**src/rtl/usb_tx_arbiter.sv**
```systemverilog
// usb_tx_arbiter: schedules the shared USB tx datapath between the handshake
// requester (ACK/NAK/STALL) and the data requester. It issues one-cycle start
// pulses, tracks `transmitting` to detect completion, enforces an
// inter-packet gap and start/packet timeouts, and bounds handshake streaks
// so pending data is not starved.
module usb_tx_arbiter #(
  parameter int GAP_CYCLES    = 16,
  parameter int START_TIMEOUT = 64,
  parameter int PKT_TIMEOUT   = 8192,
  parameter int HS_STREAK_MAX = 4
) (
  input  logic clk,
  input  logic rst,
  input  logic hs_req,
  input  logic data_req,
  input  logic transmitting,
  output logic transmit_start,
  output logic transmit_response,
  output logic grant_hs,
  output logic grant_data,
  output logic hs_ack,
  output logic data_ack,
  output logic hs_err,
  output logic data_err,
  output logic busy
);

  localparam int TO_MAX = (START_TIMEOUT > PKT_TIMEOUT) ? START_TIMEOUT : PKT_TIMEOUT;
  localparam int TO_W   = $clog2(TO_MAX + 1);
  localparam int GAP_W  = (GAP_CYCLES > 0) ? $clog2(GAP_CYCLES + 1) : 1;
  localparam int STK_W  = (HS_STREAK_MAX > 0) ? $clog2(HS_STREAK_MAX + 1) : 1;

  localparam logic [TO_W-1:0]  START_LAST = TO_W'(START_TIMEOUT - 1);
  localparam logic [TO_W-1:0]  PKT_LAST   = TO_W'(PKT_TIMEOUT - 1);
  localparam logic [GAP_W-1:0] GAP_LAST   = GAP_W'(GAP_CYCLES - 1);
  localparam logic [STK_W-1:0] STK_MAX    = STK_W'(HS_STREAK_MAX);

  typedef enum logic [2:0] {
    S_IDLE, S_START, S_WAIT_TX, S_BUSY, S_DONE, S_GAP
  } state_e;

  // owner encoding: 0 = handshake, 1 = data
  state_e           state_q, state_d;
  logic             own_q, own_d;
  logic [TO_W-1:0]  to_q, to_d;
  logic [GAP_W-1:0] gap_q, gap_d;
  logic [STK_W-1:0] stk_q, stk_d;

  logic start_q, start_d, resp_q, resp_d;
  logic ghs_q, ghs_d, gdat_q, gdat_d;
  logic hack_q, hack_d, dack_q, dack_d;
  logic herr_q, herr_d, derr_q, derr_d;
  logic busy_q, busy_d;

  logic pick_hs, fin_err, in_pkt;

  // Next-state, counters and the values every output takes next cycle
  always_comb begin
    state_d = state_q;
    own_d   = own_q;
    to_d    = to_q;
    gap_d   = gap_q;
    stk_d   = stk_q;
    fin_err = 1'b0;
    pick_hs = hs_req && !(data_req && (stk_q == STK_MAX));

    case (state_q)
      S_IDLE: begin
        if (pick_hs) begin
          state_d = S_START;
          own_d   = 1'b0;
          to_d    = '0;
          // streak only grows while data is actually waiting
          if (data_req) stk_d = (stk_q == STK_MAX) ? stk_q : stk_q + STK_W'(1);
          else          stk_d = '0;
        end else if (data_req) begin
          state_d = S_START;
          own_d   = 1'b1;
          to_d    = '0;
          stk_d   = '0;
        end
      end
      S_START: begin
        state_d = S_WAIT_TX;
        to_d    = '0;
      end
      S_WAIT_TX: begin
        if (transmitting) begin
          state_d = S_BUSY;
          to_d    = '0;
        end else if (to_q == START_LAST) begin
          fin_err = 1'b1;
        end else begin
          to_d = to_q + TO_W'(1);
        end
      end
      S_BUSY: begin
        if (!transmitting) begin
          state_d = S_DONE;
        end else if (to_q == PKT_LAST) begin
          // datapath is left to drain by itself
          fin_err = 1'b1;
        end else begin
          to_d = to_q + TO_W'(1);
        end
      end
      S_DONE: begin
        state_d = (GAP_CYCLES == 0) ? S_IDLE : S_GAP;
        gap_d   = '0;
      end
      S_GAP: begin
        if (gap_q == GAP_LAST) state_d = S_IDLE;
        else                   gap_d   = gap_q + GAP_W'(1);
      end
      default: state_d = S_IDLE;
    endcase

    if (fin_err) begin
      state_d = (GAP_CYCLES == 0) ? S_IDLE : S_GAP;
      gap_d   = '0;
    end

    // the error cycle still shows the owner's grant; it drops the cycle after
    in_pkt  = fin_err || (state_d inside {S_START, S_WAIT_TX, S_BUSY, S_DONE});
    start_d = (state_d == S_START) &&  own_d;
    resp_d  = (state_d == S_START) && !own_d;
    ghs_d   = in_pkt && !own_d;
    gdat_d  = in_pkt &&  own_d;
    hack_d  = (state_d == S_DONE) && !own_d;
    dack_d  = (state_d == S_DONE) &&  own_d;
    herr_d  = fin_err && !own_d;
    derr_d  = fin_err &&  own_d;
    busy_d  = (state_d != S_IDLE);
  end

  // State, counters and registered outputs; reset aborts any packet silently
  always_ff @(posedge clk) begin
    if (rst) begin
      state_q <= S_IDLE;
      own_q   <= 1'b0;
      to_q    <= '0;
      gap_q   <= '0;
      stk_q   <= '0;
      start_q <= 1'b0;
      resp_q  <= 1'b0;
      ghs_q   <= 1'b0;
      gdat_q  <= 1'b0;
      hack_q  <= 1'b0;
      dack_q  <= 1'b0;
      herr_q  <= 1'b0;
      derr_q  <= 1'b0;
      busy_q  <= 1'b0;
    end else begin
      state_q <= state_d;
      own_q   <= own_d;
      to_q    <= to_d;
      gap_q   <= gap_d;
      stk_q   <= stk_d;
      start_q <= start_d;
      resp_q  <= resp_d;
      ghs_q   <= ghs_d;
      gdat_q  <= gdat_d;
      hack_q  <= hack_d;
      dack_q  <= dack_d;
      herr_q  <= herr_d;
      derr_q  <= derr_d;
      busy_q  <= busy_d;
    end
  end

  assign transmit_start    = start_q;
  assign transmit_response = resp_q;
  assign grant_hs          = ghs_q;
  assign grant_data        = gdat_q;
  assign hs_ack            = hack_q;
  assign data_ack          = dack_q;
  assign hs_err            = herr_q;
  assign data_err          = derr_q;
  assign busy              = busy_q;

endmodule

```
**config.mk**
```make
export PLATFORM = sky130hd
export DESIGN_NAME = usb_tx_arbiter
export DESIGN_NICKNAME = d
export VERILOG_FILES = /design/src/rtl/usb_tx_arbiter.sv
export SDC_FILE = /design/constraint.sdc
export NUM_CORES = 1
export LEC_CHECK = 0
export ABC_AREA = 1
export BUFFER_PORTS_ARGS = -buffer_cell sky130_fd_sc_hd__buf_2
export CORE_MARGIN = 4
export CORE_UTILIZATION = 54
export CTS_CLUSTER_DIAMETER = 150
export DETAILED_ROUTE_END_ITERATION = 16
export GPL_TIMING_DRIVEN = 1
export PLACE_DENSITY = 0.83
export SLEW_MARGIN = 20
export SYNTH_ARGS = -nofsm -noshare
export SYNTH_HDL_FRONTEND = slang
export SYNTH_SLANG_ARGS = --single-unit
```
**constraint.sdc**
```tcl
create_clock -name clk -period 1.5 [get_ports clk]
set_input_delay 0.075 -clock clk [delete_from_list [all_inputs] [get_ports clk]]
set_output_delay 0.075 -clock clk [all_outputs]
set_load 0.03 [all_outputs]
```
==> flow_metrics.py <==
metrics = {
    "worst_setup_path": {
        "crit_chain": "ha_4 -> nand2_2 -> nor2_2 -> ha_2 -> nand2_2 -> nand3_4 -> inv_4 -> nor3_4 -> nand3_1 -> nand2_1 -> nand2_1",
        "path_depth": 11,
        "max_stage_delay_ns": 0.35,
        "crit_family": "simple AND/OR/NAND/NOR gates",
        "critPathKind": "flop to flop",
        "crit_end": "busy$_SDFF_PP0_",
        "cp-start-kind": "flop",
        "cp_num_buf_inv": 1,
        "worstPathRequired_ns": 1.69,
        "arrival_ns": 1.84,
        "startpoint": "gap_q[0]$_SDFFE_PP0P_",
        "slowest_stage": "dfxtp_2",
        "critPathMaxFanout": 4,
        "crit_path_end_kind": "flop",
        "r2r_cells": 11,
        "r2r-start": "gap_q[0]$_SDFFE_PP0P_",
        "regToRegSetupSlack_ns": -0.15,
        "r2r_end": "busy$_SDFF_PP0_",
    },
    "sta": {
        "hold_ws_ns": 0.0784,
        "rsz0062_at_grt": "yes",
        "report.final.slew_viol_count": 0,
        "finalSetupTns_ns": -0.595,
        "finalHoldViolCount": 0,
        "slew-limit-headroom": 0.782,
        "worstMarginPinSlew_ns": 0.326,
        "skew_ns": 0.00959,
        "timing.final.crit_share": 1.10,
        "max_freq_ghz": 0.607,
        "timing.final.ws_setup_ns": -0.148,
        "layout_min_cycle_time_ns": 1.65,
        "setup_viol": 17,
    },
    "placement": {
        "dp_slack_ns": -0.0842,
        "port_buffers": 13,
        "placed_area_mm2": 0.00243,
        "gp_congestion": 0.925,
        "dpl.hpwl_mm": 3.75,
    },
    "finish": {
        "design_area_mm2": 0.00275,
        "num-nets-final": 375,
        "fillers": 211,
        "synthToLayoutAreaGrowth_pct": 38.5,
        "utilization": 0.798,
        "diodes": 0,
        "drive_gt1_frac": 0.369,
    },
    "floorplanning": {
        "ioPinCount": 14,
        "initial_core_util": 0.577,
        "row_count": 21,
        "core_area_mm2": 0.00344,
        "die_x_um": 68.6,
        "die_h_um": 68.6,
        "die_area_mm2": 0.00471,
    },
    "logic_synthesis": {
        "synth_fp_nets": 312,
        "ys_seq_area_frac": 0.353,
        "netlist_area_mm2": 0.00198,
        "ys_ff_latch": 35,
        "synth_edf_count": 0,
        "ys_types": 32,
        "syn_inst": 302,
        "yosys_most_used_dff": "dfxtp_1",
        "ys_warn_count": 0,
        "avgSynthCellArea_um2": 6.57,
        "async_flop_share": 0,
    },
    "run_status": {
        "status": "finished with violations",
        "violations": "setup timing",
    },
    "routing": {
        "drtPass1Iterations": 6,
        "drt_drc_violations_left": 0,
        "antenna_left": 0,
        "avgViaCountPerCell": 5.85,
        "vias": 2409,
        "wire_per_inst_um": 16.0,
        "drtIter0Drc": 322,
        "wl_mm": 6.60,
    },
    "global_routing": {
        "met3_usage": 0.0567,
        "grt_antenna_before_repair": 0,
        "first_global_vias": 1931,
        "grt_pass1_wl_mm": 8.29,
        "grt_max_degree": 17,
        "use_met2": 0.377,
        "grt.met1_usage": 0.294,
        "grt_use_total": 0.233,
        "busiest_layer": "met2",
        "gr-total-overflow": 0,
    },
    "clock_tree": {
        "hold_buffers": 0,
        "clk_pin_slew_ns": 0.08,
        "cts_root_buffer": "clkbuf_8",
        "clockBufferDepth": 2,
        "cts_buffers": 5,
        "cts.sinks": 35,
        "ctsHtreeMaxLevel": 2,
        "tritoncts": "yes",
        "clk_latency_ns": 0.30,
    },
    "hold_path": {
        "hold_class": "primary input to flop",
    },
    "pwr": {
        "p_leak_nw": 1.22,
        "peakVddDrop_v": 0.000542,
        "power.density_mw_per_mm2": 811,
    },
    "run": {
        "drv_cap": 0,
    },
}
cell usage in the layout, fill, tap and decap left out, drive strengths merged:
| cell type | count |
|---|---|
| a211oi | 4 |
| a21oi | 19 |
| a22oi | 1 |
| and2 | 1 |
| buf | 62 |
| clkbuf | 5 |
| clkinv | 1 |
| clkinvlp | 2 |
| dfxtp | 35 |
| ha | 5 |
| inv | 39 |
| nand2 | 94 |
| nand3 | 23 |
| nand4 | 15 |
| nor2 | 43 |
| nor3 | 5 |
| o2111a | 2 |
| o21a | 1 |
| o21ai | 2 |
| o21bai | 1 |
| o22ai | 2 |
| or2 | 1 |
| xnor2 | 1 |
| xor2 | 2 |
repair_timing:
| item | 4_1_cts | 5_1_grt |
|---|---|---|
| endpoints found under the setup margin | 23 | 23 |
| endpoints found under the hold margin | 0 | 0 |
| gates resized for setup | 11 | 48 |
| pin swaps | 6 | 25 |
| setup buffers | 0 | 8 |
cells by family after synthesis:
family / share of synthesized area
AOI/OAI and AO/OA: 0.0990
xor gates and xnor gates: 0.0132
adders and majority gates: 0.0315
buffers and inverters: 0.0952
DFF: 0.353
and+or+nand+nor: 0.408
cell usage after synthesis, types with 2 or more instances:
cell type | n | area [um^2]
nor2_1 | 40 | 150
buf_6 | 2 | 22.5
o21ai_0 | 2 | 10.0
o2111a_1 | 2 | 22.5
inv_2 | 3 | 11.3
clkbuf_1 | 2 | 7.51
inv_1 | 36 | 135
xor2_1 | 2 | 17.5
nand4_1 | 15 | 93.8
nand2_1 | 91 | 342
ha_1 | 5 | 62.6
nor3_1 | 5 | 25.0
a21oi_1 | 18 | 90.1
nand2_2 | 2 | 12.5
o22ai_1 | 2 | 12.5
a211oi_1 | 4 | 30.0
nand3_2 | 2 | 20.0
dfxtp_1 | 35 | 701
nand3_1 | 21 | 105
worst min path at each step:
stage            from                    end  slack [ns]  cells after the start
6_report       hs_req  stk_q[1]$_SDFFE_PP0P_        0.08                      3
5_1_grt        hs_req  stk_q[1]$_SDFFE_PP0P_        0.12                      3
4_1_cts        hs_req  stk_q[1]$_SDFFE_PP0P_        0.08                      3
3_5_place_dp   hs_req  stk_q[1]$_SDFFE_PP0P_        0.39                      3
3_3_place_gp   hs_req  stk_q[1]$_SDFFE_PP0P_        0.39                      3
2_1_floorplan  hs_req  stk_q[1]$_SDFFE_PP0P_        0.25                      2
stage by stage:
stage / total power [W] / instances
after global routing: 0.00231 / 412
after CTS: 0.00216 / 404
after floorplan: 0.00129 / 302
after global placement: 0.00147 / 396
final: 0.00223 / 412
after detailed placement: 0.00148 / 396
layout make-up:
class,count,area (um^2),share of cell area
Tap cell,46,57.6,0.0209
Multi-Input combinational cell,222,1260,0.460
Clock buffer,5,68.8,0.0250
Timing Repair Buffer,62,465,0.169
Clock inverter,3,20.0,0.00729
Sequential cell,35,721,0.262
Inverter,39,151,0.0551
state kept, by name (all words and copies together), names as in the netlist:
name and count:
stk_q 3, hs_err 1, hs_ack 1, data_ack 1, data_err 1, transmit_response 1
gap_q 5, grant_data 1, to_q 14, state_q 3, transmit_start 1, busy 1
own_q 1, grant_hs 1
worst reg2reg max path, cell delays in order (launching register included):
cell	delay, ns
dfxtp_2	0.35
ha_4	0.14
nand2_2	0.06
nor2_2	0.09
ha_2	0.19
nand2_2	0.07
nand3_4	0.09
inv_4	0.05
nor3_4	0.20
nand3_1	0.15
nand2_1	0.10
nand2_1	0.07
report_power, final:
group / internal, W / total [W] / switching (W)
Clock: 0.000323 / 0.000684 / 0.000361
Sequential: 0.000971 / 0.00100 / 0.0000321
Combinational: 0.000204 / 0.000541 / 0.000338
routing by layer:
metal,part of all wire,up-vias
met1,0.39,1094
met2,0.47,171
li1,-,1100
met4,0.042,0
met3,0.098,44
met5,0,-
(Power assumes the default switching activity.)
